**config.mk**
```make
export PLATFORM = sky130hd
export DESIGN_NAME = game_fsm
export DESIGN_NICKNAME = d
export VERILOG_FILES = /design/src/rtl/game_pkg.sv /design/src/rtl/sec_prescaler.sv /design/src/rtl/game_fsm.sv
export SDC_FILE = /design/constraint.sdc
export NUM_CORES = 1
export LEC_CHECK = 0
export ABC_AREA = 1
export BUFFER_PORTS_ARGS = -buffer_cell sky130_fd_sc_hd__buf_2
export CAP_MARGIN = 20
export CORE_ASPECT_RATIO = 0.8
export CORE_UTILIZATION = 55
export DETAILED_ROUTE_END_ITERATION = 16
export HOLD_SLACK_MARGIN = 0.06
export PLACE_DENSITY = 0.74
export SETUP_SLACK_MARGIN = 0.02
export SLEW_MARGIN = 20
export SYNTH_ARGS = -nofsm -noshare
export SYNTH_HDL_FRONTEND = slang
export SYNTH_SLANG_ARGS = --single-unit
```
**constraint.sdc**
```tcl
create_clock -name clk -period 2.7 [get_ports clk]
set_input_delay 0.135 -clock clk [delete_from_list [all_inputs] [get_ports clk]]
set_output_delay 0.135 -clock clk [all_outputs]
set_load 0.02 [all_outputs]
```
**src/rtl/game_pkg.sv**
```systemverilog
// Shared screen encoding and widths for the game sequencer and the display stage.
package game_pkg;

    localparam int STATE_W = 4;
    localparam int TIME_W  = 7;

    typedef enum logic [STATE_W-1:0] {
        ST_TITLE    = 4'd0,
        ST_STAFF    = 4'd1,
        ST_STAGE1   = 4'd2,
        ST_SUCCESS1 = 4'd3,
        ST_STAGE2   = 4'd4,
        ST_SUCCESS2 = 4'd5,
        ST_STAGE3   = 4'd6,
        ST_SUCCESS3 = 4'd7,
        ST_FAIL     = 4'd8
    } state_t;

    function automatic logic is_stage(input state_t s);
        return (s == ST_STAGE1) || (s == ST_STAGE2) || (s == ST_STAGE3);
    endfunction

endpackage

```
**src/rtl/sec_prescaler.sv**
```systemverilog
// Divides the clock down to a one-cycle tick every CLK_HZ enabled cycles.
module sec_prescaler #(
    parameter int CLK_HZ = 25_000_000
) (
    input  logic clk,
    input  logic rst,
    input  logic clr,
    input  logic en,
    output logic tick
);

    localparam int CNT_W = (CLK_HZ > 1) ? $clog2(CLK_HZ) : 1;
    localparam logic [CNT_W-1:0] CNT_MAX = CNT_W'(CLK_HZ - 1);

    logic [CNT_W-1:0] cnt;

    // Tick decodes the registered count, so it is high on the edge that wraps.
    assign tick = en && (cnt == CNT_MAX);

    always_ff @(posedge clk) begin
        if (rst || clr) begin
            cnt <= '0;
        end else if (en) begin
            cnt <= tick ? '0 : cnt + CNT_W'(1);
        end
    end

endmodule

```
**src/rtl/game_fsm.sv**
```systemverilog
// Screen/stage sequencer: button and stage-outcome pulses to a screen code,
// with a per-stage countdown and a restart pulse on stage entry.
module game_fsm
    import game_pkg::*;
#(
    parameter int CLK_HZ       = 25_000_000,
    parameter int TIME_LIMIT_S = 60
) (
    input  logic              clk,
    input  logic              rst,
    input  logic              btn_enter,
    input  logic              btn_back,
    input  logic              stage_clear,
    input  logic              stage_fail,
    output logic [STATE_W-1:0] state,
    output logic [TIME_W-1:0]  time_left,
    output logic              stage_rst
);

    localparam logic [TIME_W-1:0] TIME_LIMIT = TIME_W'(TIME_LIMIT_S);

    state_t            state_q;
    logic [TIME_W-1:0] time_left_q;
    logic              stage_rst_q;
    logic              in_stage;
    logic              tick;
    logic              timeout;

    function automatic state_t success_of(input state_t s);
        case (s)
            ST_STAGE1: return ST_SUCCESS1;
            ST_STAGE2: return ST_SUCCESS2;
            default:   return ST_SUCCESS3;
        endcase
    endfunction

    assign in_stage = is_stage(state_q);
    assign timeout  = tick && (time_left_q == TIME_W'(1));

    // Counter is parked at zero whenever no stage is running.
    sec_prescaler #(
        .CLK_HZ(CLK_HZ)
    ) u_prescaler (
        .clk (clk),
        .rst (rst),
        .clr (!in_stage),
        .en  (in_stage),
        .tick(tick)
    );

    always_ff @(posedge clk) begin
        if (rst) begin
            state_q     <= ST_TITLE;
            time_left_q <= TIME_LIMIT;
            stage_rst_q <= 1'b0;
        end else begin
            stage_rst_q <= 1'b0;
            case (state_q)
                ST_TITLE: begin
                    if (btn_enter) begin
                        state_q     <= ST_STAGE1;
                        time_left_q <= TIME_LIMIT;
                        stage_rst_q <= 1'b1;
                    end else if (btn_back) begin
                        state_q <= ST_STAFF;
                    end
                end
                ST_STAFF, ST_FAIL: begin
                    if (btn_enter || btn_back) state_q <= ST_TITLE;
                end
                ST_STAGE1, ST_STAGE2, ST_STAGE3: begin
                    // The countdown runs even on the exit edge, so a clear
                    // coinciding with timeout still shows zero seconds left.
                    if (tick && (time_left_q != '0)) time_left_q <= time_left_q - TIME_W'(1);
                    if (btn_back)                      state_q <= ST_TITLE;
                    else if (stage_clear)              state_q <= success_of(state_q);
                    else if (stage_fail || timeout)    state_q <= ST_FAIL;
                end
                ST_SUCCESS1, ST_SUCCESS2: begin
                    if (btn_enter) begin
                        state_q     <= (state_q == ST_SUCCESS1) ? ST_STAGE2 : ST_STAGE3;
                        time_left_q <= TIME_LIMIT;
                        stage_rst_q <= 1'b1;
                    end
                end
                ST_SUCCESS3: begin
                    if (btn_enter) state_q <= ST_TITLE;
                end
                default: state_q <= ST_TITLE;
            endcase
        end
    end

    assign state     = state_q;
    assign time_left = time_left_q;
    assign stage_rst = stage_rst_q;

endmodule

```
==> results.sh <==
export IMPL_path_buf_inv=1
export IMPL_ys_flop_type="dfxtp_1"
export IMPL_ir_worst_vdd_v=0.000498
export IMPL_synthTopCellsByCount="88 x nand2_1, 61 x nor2_1, 39 x inv_1"
export IMPL_crit_top_cell="nor2_2"
export IMPL_hold_path_class="input port to register"
export IMPL_synth_distinct_cells=33
export IMPL_overflow=0
export IMPL_synthXorXnorAreaFrac_pct=2.31
export IMPL_pwr_share_clk_pct=21.0
export IMPL_async_reset_ff_share_pct=0
export IMPL_num_fill_cells=364
export IMPL_post_route_period_util_pct=73.6
export IMPL_combPwrFrac_pct=39.9
export IMPL_seq_power_share_pct=39.1
export IMPL_crit_type="register to register"
export IMPL_stdcell_area_um2=2480
export IMPL_swShare_pct=41.9
export IMPL_synth_compound_area_share_pct=7.86
export IMPL_antenna_cells=0
export IMPL_viasPerCell=5.20
export IMPL_first_global_vias=1902
export IMPL_hold_buffers=0
export IMPL_finalWirelength_mm=5.15
export IMPL_netlist_area_um2=2280
export IMPL_cts_tree="yes"
export IMPL_dr_pass1_iters=6
export IMPL_start_util_pct=58.7
export IMPL_tns_ns=0
export IMPL_cp_slowest_stage_delay_ns=0.47
export IMPL_final_setup_worst_slack_ns=0.713
export IMPL_synth_fp_nets=359
export IMPL_cts_buffer_depth=2
export IMPL_setup_viol=0
export IMPL_core_um2=3880
export IMPL_drt_wirelength_per_cell_um=12.1
export IMPL_synth_seq_area_share_pct=32.5
export IMPL_clock_fmax_ghz=0.503
export IMPL_synthMuxAreaShare_pct=0
export IMPL_fp_row_count=20
export IMPL_grt_usage_pct=25.5
export IMPL_grt_pass1_wl_mm=8.58
export IMPL_worstRegToRegCells=9
export IMPL_gp_congestion=0.929
export IMPL_hold_viol=0
export IMPL_hold_depth=2
export IMPL_outcome="completed"
export IMPL_end_kind="register"
export IMPL_portBuffers=17
export IMPL_power_density_nw_per_um2=714
export IMPL_ys_warn_count=0
export IMPL_required_ns=2.88
export IMPL_yosysMostFrequentCell="nand2_1"
export IMPL_reg2reg_from="state[1]"
export IMPL_fp_dieArea_um2=4400
export IMPL_rsz0062_at_grt="no"
export IMPL_period_needed_ns=1.99
export IMPL_p_int_mw=1.03
export IMPL_yosysTopAreaCellShare_pct=32.5
export IMPL_die_h_um=59.6
export IMPL_nets=380
export IMPL_start_kind="register"
export IMPL_syn_inst=349
export IMPL_post_cts_buffers=0
export IMPL_antenna_found_initial=0
export IMPL_p_switching_uw=743
export IMPL_rr_endpoint="u_prescaler.cnt[12]"
export IMPL_areaGrowthSynthToFinish_pct=9.12
export IMPL_met1_usage_pct=40.6
export IMPL_synth_area_leaders="dfxtp_1 33%, nand2_1 15%, nor2_1 10%"
export IMPL_worst_slew_pin_slew_ns=0.641
export IMPL_clock_sinks=37
export IMPL_io_pins=18
export IMPL_path_cells="nor2_2, nor2_4, nand2_1, nor2_2, nand2_2, nand3_2, inv_2, o21ai_1, nor2_1"
export IMPL_cp_arrival_ns=2.16
export IMPL_dpl_cell_area_um2=2400
export IMPL_maxSlewHeadroom_pct=57.1
export IMPL_cts_clk_slew_worst_paths_ns=0.07
export IMPL_root_buffer="clkbuf_8"
export IMPL_via_count=2214
export IMPL_total_power_mw=1.77
export IMPL_met3_usage_pct=5.44
export IMPL_cp_top_family="simple AND/OR/NAND/NOR gates"
export IMPL_synth_seq_cells=37
export IMPL_worstPathMaxFanout=11
export IMPL_grt_max_degree=12
export IMPL_post_place_ws_ns=0.747
export IMPL_synth_top_family_by_area="simple AND/OR/NAND/NOR gates"
export IMPL_h_tree_depth=2
export IMPL_cp_slowest_cell="dfxtp_1"
export IMPL_layout_drive_gt1_share_pct=15.1
export IMPL_drc=0
export IMPL_die_w_um=73.9
export IMPL_synth_fa_ha_area_share_pct=2.20
export IMPL_slew_viol_final=0
export IMPL_avgSynthCellArea_um2=6.52
export IMPL_synthSimpleGateAreaFrac_pct=46.5
export IMPL_synth_top_cell_by_area="dfxtp_1"
export IMPL_leakage_nw=1.01
export IMPL_clock_latency_ns=0.28
export IMPL_fin_skew_ns=0.00433
export IMPL_drt_iter0_markers=220
export IMPL_synth_edf_count=0
export IMPL_met2_usage_pct=34.5
export IMPL_cts_repair_resized=0
export IMPL_place_hpwl_mm=3.91
export IMPL_maxCapViolCount=0
export IMPL_holdCritStartpoint="rst"
export IMPL_whs_endpoint="time_left[6]"
export IMPL_numCtsBuffers=5
export IMPL_busiest_layer="met1"
export IMPL_ff2ff_setup_slack_ns=0.71
export IMPL_final_antenna_net_count=0
[state kept, by name, summed over array words and instances, names as in the netlist]
register and count:
stage_rst 1, state 4, time_left 7, u_prescaler.cnt 25
[power by group through the flow]
stage / registers [mW] / clock network, mW / logic (mW)
after global placement: 0.702 / 0 / 0.696
final: 0.694 / 0.373 / 0.707
after global routing: 0.705 / 0.406 / 0.796
after detailed placement: 0.705 / 0 / 0.700
after floorplan: 0.765 / 0 / 0.492
after CTS: 0.693 / 0.379 / 0.705
[per-layer routing]
| layer | share of wire, % | up-vias |
|---|---|---|
| met4 | 0.35 | 0 |
| met1 | 54 | 969 |
| li1 | - | 1158 |
| met2 | 38 | 85 |
| met5 | 0 | - |
| met3 | 7.5 | 2 |
[placed cells by master (no fill, tap or decap), types with 2 or more instances in the layout]
| cell | Yosys | routed |
|---|---|---|
| a21oi_1 | 16 | 16 |
| o21a_1 | 2 | 2 |
| xor2_1 | 3 | 3 |
| nor3_4 | 2 | 2 |
| inv_2 | 5 | 5 |
| nand3_1 | 29 | 29 |
| nor3_2 | 2 | 2 |
| nand2_2 | 4 | 4 |
| nor3_1 | 10 | 10 |
| nand3_2 | 6 | 6 |
| a21oi_2 | 2 | 2 |
| o21ai_1 | 2 | 2 |
| nand4_1 | 6 | 6 |
| nor3b_1 | 2 | 2 |
| o21ai_0 | 5 | 5 |
| xnor2_1 | 3 | 3 |
| clkbuf_1 | 0 | 3 |
| dfxtp_1 | 37 | 37 |
| nor2_1 | 61 | 61 |
| nor2_4 | 2 | 2 |
| nand2_1 | 88 | 88 |
| ha_1 | 4 | 4 |
| nor2_2 | 8 | 8 |
| buf_2 | 0 | 17 |
| clkbuf_8 | 0 | 5 |
| inv_1 | 39 | 39 |
[metrics by stage]
step / hold WS, ns / utilization (%) / instances
2_1_floorplan: 0.204 / - / 349
3_3_place_gp: 0.366 / 62.0 / 418
3_5_place_dp: 0.372 / 62.0 / 418
4_1_cts: 0.0714 / 64.1 / 426
5_1_grt: 0.0708 / 64.1 / 426
6_report: 0.0732 / 64.1 / 426
[cell type report]
type	count	area [µm²]	share of cell area, %
inverters	45	169	6.80
clock buffers	8	80.1	3.22
well taps	55	68.8	2.77
repair buffers	17	85.1	3.42
multi-input cells	264	1340	54.0
flip-flops and latches	37	741	29.8
[worst max path at each step]
stage	start	to	slack, ns	depth (start not counted)
2_1_floorplan	u_prescaler.cnt[0]	state[1]	1.17	10
3_3_place_gp	state[1]	u_prescaler.cnt[16]	0.83	9
3_5_place_dp	state[1]	u_prescaler.cnt[12]	0.75	9
4_1_cts	state[1]	u_prescaler.cnt[12]	0.73	9
5_1_grt	state[1]	u_prescaler.cnt[16]	0.57	9
6_report	state[1]	u_prescaler.cnt[12]	0.71	9
[logic make-up after synthesis]
kind of cell	count (synthesis)
AO/OA/AOI/OAI	30
buffers and inverters	48
AND/OR/NAND/NOR	224
flip-flops	37
XOR/XNOR	6
adder cells (fa/ha/maj)	4
No activity file was read; power rests on OpenSTA's default activity.
